===== config.mk =====
export PLATFORM = sky130hd
export DESIGN_NAME = spi_receive_con
export DESIGN_NICKNAME = d
export VERILOG_FILES = /design/src/rtl/spi_receive_con.sv
export SDC_FILE = /design/constraint.sdc
export NUM_CORES = 1
export LEC_CHECK = 0
export ABC_AREA = 1
export ABC_CLOCK_PERIOD_IN_PS = 1450
export BUFFER_PORTS_ARGS = -buffer_cell sky130_fd_sc_hd__buf_4
export CAP_MARGIN = 20
export CORE_MARGIN = 2
export CORE_UTILIZATION = 50
export CTS_BUF_LIST = sky130_fd_sc_hd__clkbuf_4
export DETAILED_ROUTE_END_ITERATION = 10
export PLACE_DENSITY = 0.72
export SLEW_MARGIN = 10
export SYNTH_ARGS = -nofsm -noshare
export SYNTH_HDL_FRONTEND = slang
export SYNTH_SLANG_ARGS = --single-unit

===== constraint.sdc =====
create_clock -name clk_in -period 1.45 [get_ports clk_in]
set_clock_uncertainty 0.15 [all_clocks]
set_input_delay 0.435 -clock clk_in [delete_from_list [all_inputs] [get_ports clk_in]]
set_output_delay 0.435 -clock clk_in [all_outputs]
set_load 0.005 [all_outputs]

===== src/rtl/spi_receive_con.sv =====
// spi_receive_con: receive side of the inter-board pixel link.
// Turns the multi-line SPI link (dclk/cipo/cs/tlast) into parallel pixels in
// the clk_in domain. Each pixel is tagged with its hcount/vcount position.
// Ports:
//   clk_in, rst_in   system clock, synchronous active-high reset
//   chip_data_in     link data lines, MSB group first
//   chip_clk_in      link data clock (sampled on its rising edge)
//   chip_sel_in      link chip select, active low
//   final_pixel_in   link tlast, high during last word of frame
//   data_out         received pixel (held between strobes)
//   data_valid_out   1-cycle strobe qualifying data_out/hcount_out/vcount_out
//   hcount_out       column of data_out
//   vcount_out       row of data_out
//   frame_done_out   1-cycle strobe alongside the valid of the tlast word
//   error_out        1-cycle strobe when cs rose mid-word
module spi_receive_con #(
  parameter int unsigned DATA_WIDTH  = 8,
  parameter int unsigned LINES       = 4,
  parameter int unsigned SYNC_STAGES = 2,
  parameter int unsigned HRES        = 640,
  parameter int unsigned VRES        = 360
) (
  input  logic                      clk_in,
  input  logic                      rst_in,
  input  logic [LINES-1:0]          chip_data_in,
  input  logic                      chip_clk_in,
  input  logic                      chip_sel_in,
  input  logic                      final_pixel_in,
  output logic [DATA_WIDTH-1:0]     data_out,
  output logic                      data_valid_out,
  output logic [$clog2(HRES)-1:0]   hcount_out,
  output logic [$clog2(VRES)-1:0]   vcount_out,
  output logic                      frame_done_out,
  output logic                      error_out
);

  localparam int unsigned BEATS = DATA_WIDTH / LINES;
  localparam int unsigned BW    = (BEATS > 1) ? $clog2(BEATS) : 1;
  localparam int unsigned HW    = $clog2(HRES);
  localparam int unsigned VW    = $clog2(VRES);
  // Synchroniser payload: {tlast, cs, dclk, data}
  localparam int unsigned IW    = LINES + 3;

  // Elaboration-time parameter sanity
  if (DATA_WIDTH % LINES != 0) begin : g_bad_width
    $error("spi_receive_con: DATA_WIDTH must be a multiple of LINES");
  end
  if (SYNC_STAGES < 2) begin : g_bad_sync
    $error("spi_receive_con: SYNC_STAGES must be at least 2");
  end

  typedef enum logic [1:0] {
    S_WAIT_IDLE = 2'd0,
    S_IDLE      = 2'd1,
    S_RECV      = 2'd2
  } state_t;

  state_t                          r_state;
  logic [SYNC_STAGES-1:0][IW-1:0]  r_sync;
  logic                            r_dclk_prev;
  logic [DATA_WIDTH-1:0]           r_sr;
  logic [BW-1:0]                   r_beat;
  logic [HW-1:0]                   r_h;
  logic [VW-1:0]                   r_v;

  logic [IW-1:0]                   w_pins;
  logic [IW-1:0]                   w_synced;
  logic [LINES-1:0]                w_data;
  logic                            w_dclk;
  logic                            w_cs;
  logic                            w_tlast;
  logic                            w_rise;
  logic [DATA_WIDTH-1:0]           w_word;

  // All link inputs share one chain so they stay cycle-aligned
  assign w_pins   = {final_pixel_in, chip_sel_in, chip_clk_in, chip_data_in};
  assign w_synced = r_sync[SYNC_STAGES-1];
  assign w_data   = w_synced[LINES-1:0];
  assign w_dclk   = w_synced[LINES];
  assign w_cs     = w_synced[LINES+1];
  assign w_tlast  = w_synced[LINES+2];
  assign w_rise   = w_dclk & ~r_dclk_prev;
  // Shift register with the current beat appended; upper bits fall off
  assign w_word   = DATA_WIDTH'({r_sr, w_data});

  // Synchronisers, receive FSM, pixel counters and registered outputs
  always_ff @(posedge clk_in) begin
    if (rst_in) begin
      r_state        <= S_WAIT_IDLE;
      r_sync         <= '0;
      r_dclk_prev    <= 1'b0;
      r_sr           <= '0;
      r_beat         <= '0;
      r_h            <= '0;
      r_v            <= '0;
      data_out       <= '0;
      data_valid_out <= 1'b0;
      hcount_out     <= '0;
      vcount_out     <= '0;
      frame_done_out <= 1'b0;
      error_out      <= 1'b0;
    end else begin
      r_sync[0] <= w_pins;
      for (int i = 1; i < SYNC_STAGES; i++) begin
        r_sync[i] <= r_sync[i-1];
      end
      r_dclk_prev    <= w_dclk;
      data_valid_out <= 1'b0;
      frame_done_out <= 1'b0;
      error_out      <= 1'b0;

      case (r_state)
        // Wait for an idle link so a transfer interrupted by reset is dropped
        S_WAIT_IDLE: begin
          if (w_cs) r_state <= S_IDLE;
        end

        S_IDLE: begin
          if (!w_cs) begin
            r_state <= S_RECV;
            r_beat  <= '0;
            r_sr    <= '0;
          end
        end

        S_RECV: begin
          // cs deassertion has priority over a coincident dclk edge
          if (w_cs) begin
            if (r_beat != '0) error_out <= 1'b1;
            r_beat  <= '0;
            r_sr    <= '0;
            r_state <= S_IDLE;
          end else if (w_rise) begin
            r_sr <= w_word;
            if (r_beat == BW'(BEATS - 1)) begin
              r_beat         <= '0;
              data_out       <= w_word;
              data_valid_out <= 1'b1;
              hcount_out     <= r_h;
              vcount_out     <= r_v;
              frame_done_out <= w_tlast;
              // r_h/r_v hold the position of the next pixel
              if (w_tlast) begin
                r_h <= '0;
                r_v <= '0;
              end else if (r_h == HW'(HRES - 1)) begin
                r_h <= '0;
                r_v <= (r_v == VW'(VRES - 1)) ? '0 : VW'(r_v + 1'b1);
              end else begin
                r_h <= HW'(r_h + 1'b1);
              end
            end else begin
              r_beat <= BW'(r_beat + 1'b1);
            end
          end
        end

        default: r_state <= S_WAIT_IDLE;
      endcase
    end
  end

endmodule

==> flow_metrics.tcl <==
set metrics [dict create \
    start_util 0.517 \
    relSlewSlack 0.831 \
    max-vdd-ir-drop_mv 0.655 \
    grt_pass1_wl_um 10100 \
    p_leak_nw 1.62 \
    num_rows 27 \
    synth.area.top_cells "dfxtp_1, nor2_1, nand2_1, a21oi_1, inv_1" \
    die_height_um 79.2 \
    violations "negative setup slack" \
    path_cells "ha_4 -> nand3_2 -> inv_2 -> nand3_4 -> nand2_8 -> buf_12 -> nor2_1 -> o21a_1" \
    antenna_left 0 \
    wl_per_cell_um 12.9 \
    synth.most_common_cell "dfxtp_1" \
    rrSetupSlack_ns -0.008 \
    ys_warn_count 0 \
    path_buf_inv 2 \
    gr-total-overflow 0 \
    netlist_area_um2 2830 \
    drt_iter0_markers 121 \
    final-setup-viol-count 1 \
    synth_top_area_cell "dfxtp_1" \
    synth_nets 375 \
    timing.final.ws_setup_ns -0.00804 \
    power_density_nw_per_um2 827 \
    fillers 459 \
    via_per_inst 5.02 \
    worstSetupStartpointType "flip-flop" \
    use_met3 0.0386 \
    cts_tree "yes" \
    synth_xor_area_frac 0.00929 \
    r2r_end "r_h[0]$_SDFFE_PP0P_" \
    hold_path_depth 3 \
    worst_slew_pin_slew_ns 0.253 \
    p_total_mw 3.16 \
    min_to "r_sync[5]$_SDFF_PP0_" \
    cts_made_buffers 9 \
    synthArstFlopShare 0 \
    synth_edf_count 0 \
    dp_slack_ns -0.0374 \
    rsz0062_at_grt "yes" \
    slowest_stage "dfxtp_2" \
    dr_total_vias 2525 \
    max-clock-path-buffers 2 \
    min_from "chip_sel_in" \
    syn2layout_area_growth_pct 35.1 \
    fin_nets 438 \
    grt_max_degree 32 \
    cts.sinks 71 \
    synthCells 364 \
    finalMaxSlewViolations 0 \
    antenna_found_initial 0 \
    synth-seq-cells 71 \
    synth_ff_type "dfxtp_1" \
    synthMuxAreaShare 0 \
    grt_pass1_vias 2249 \
    drc 0 \
    first_pass_iters 4 \
    setup_tns_ns -0.00804 \
    dieArea_um2 6270 \
    n_antenna_cell 0 \
    synthSimpleGateAreaFrac 0.261 \
    io_pins 39 \
    hold_violations 0 \
    grtUsageMet2 0.356 \
    cp-end-kind "flip-flop" \
    core_area_um2 5470 \
    fin_crit_ns 1.46 \
    r2r_start "r_h[1]$_SDFFE_PP0P_" \
    port_buffers 38 \
    root_buffer "clkbuf_4" \
    seq_area_frac_synth 0.503 \
    cpPeakStageDelay_ns 0.37 \
    dp_hpwl_um 4110 \
    place_congestion 0.833 \
    worstHoldPathType "primary input to flip-flop" \
    fp.dieW_um 79.2 \
    synth_largest_type_area_fraction 0.503 \
    holdWs_ns 0.0818 \
    yosysUniqueCellTypes 25 \
    status "finished, violations left" \
    layout-drive-gt1-share 0.369 \
    synth_compound_area_frac 0.122 \
    cp_max_fo 6 \
    critPathKind "flip-flop to flip-flop" \
    synthTopCellsByCount "dfxtp_1, nor2_1, nand2_1, inv_1, a21oi_1" \
    wl_um 6500 \
    path_delay_family "flip-flops" \
    insertion_delay_ns 0.40 \
    reg2regPathDepth 8 \
    synth_top_family_by_area "simple AND/OR/NAND/NOR gates" \
    grt_use_met1 0.254 \
    path_clk_slew_ns 0.12 \
    post-route-period-util 1.01 \
    synth_fa_ha_area_frac 0.00885 \
    critPathRequiredTime_ns 1.59 \
    busiest_layer "met2" \
    critPathArrivalTime_ns 1.60 \
    h-tree-depth 3 \
    max_cap_viol_count 0 \
    synth_area_per_cell_um2 7.77 \
    fmax_mhz 686 \
    utilization 0.698 \
    track_usage 0.207 \
]
[metal layers]
layer	part of all wire	vias up
met5	0	-
met4	0.011	0
met3	0.038	8
met2	0.51	53
met1	0.44	1169
li1	-	1295
[per-stage QoR]
stage	cell area, µm²	cells
3_3_place_gp	3320	480
6_report	3820	503
4_1_cts	3650	500
2_1_floorplan	2830	364
3_5_place_dp	3320	480
5_1_grt	3820	503
[sequential cells by signal (all words and copies together) (netlist names), 2 cells and up]
signal,flops
r_state,2
vcount_out,9
r_sr,4
r_v,9
r_h,10
hcount_out,10
w_synced,7
r_sync,7
data_out,8
[what timing repair did]
item                       in CTS  in global routing
gates resized for setup        58                 36
pin swaps                       2                  3
setup buffers                   3                  1
setup endpoints to repair      43                 68
hold buffers                    0                  0
cloned                          2                  2
[placed cells by master, fill, tap and decap left out, drive strengths merged]
cell type	netlist	layout
dfxtp	71	71
ha	2	2
nor3	6	6
inv	47	46
o21a	1	1
clkbuf	5	11
buf	10	64
a21oi	33	33
nand3	29	29
clkinvlp	0	2
xor2	3	3
nor3b	1	1
nor2	63	63
nand2	54	55
clkinv	0	5
a211oi	1	1
nand4	5	5
o21ai	33	33
[tightest hold or removal path: stages]
cell	delay, ns
buf_4	0.08
inv_1	0.03
nor2_1	0.06
[logic make-up after synthesis]
family / Yosys count
AOI/OAI and AO/OA: 68
xor gates and xnor gates: 3
adders and majority gates: 2
buffers and inverters: 62
DFF: 71
and+or+nand+nor: 158
[final cells by class]
cell class | count | area (µm²) | share of cell area
Clock buffer | 9 | 67.6 | 0.0177
Timing Repair Buffer | 66 | 709 | 0.186
Multi-Input combinational cell | 232 | 1260 | 0.331
Clock inverter | 6 | 38.8 | 0.0102
Sequential cell | 71 | 1470 | 0.384
Tap cell | 72 | 90.1 | 0.0236
Inverter | 47 | 181 | 0.0475
[worst max-delay path by stage]
stage | start | to | depth (start not counted) | slack, ns
after floorplan | r_h[0]$_SDFFE_PP0P_ | r_h[0]$_SDFFE_PP0P_ | 8 | 0.004
after global placement | r_h[1]$_SDFFE_PP0P_ | r_v[1]$_SDFFE_PP0P_ | 8 | 0.002
after detailed placement | r_h[1]$_SDFFE_PP0P_ | r_v[1]$_SDFFE_PP0P_ | 8 | -0.04
after CTS | data_out[6]$_SDFFE_PP0P_ | data_out[6] | 1 | -0.01
after global routing | r_h[1]$_SDFFE_PP0P_ | r_h[9]$_SDFFE_PP0P_ | 7 | -0.08
final | r_h[1]$_SDFFE_PP0P_ | r_h[0]$_SDFFE_PP0P_ | 8 | -0.008
[report_power, final]
part	switching, mW	total [mW]	internal (mW)
logic	0.0801	0.142	0.0618
clock network	0.693	1.03	0.337
registers	0.0137	1.99	1.98
Power figures use the tool's default switching activity.
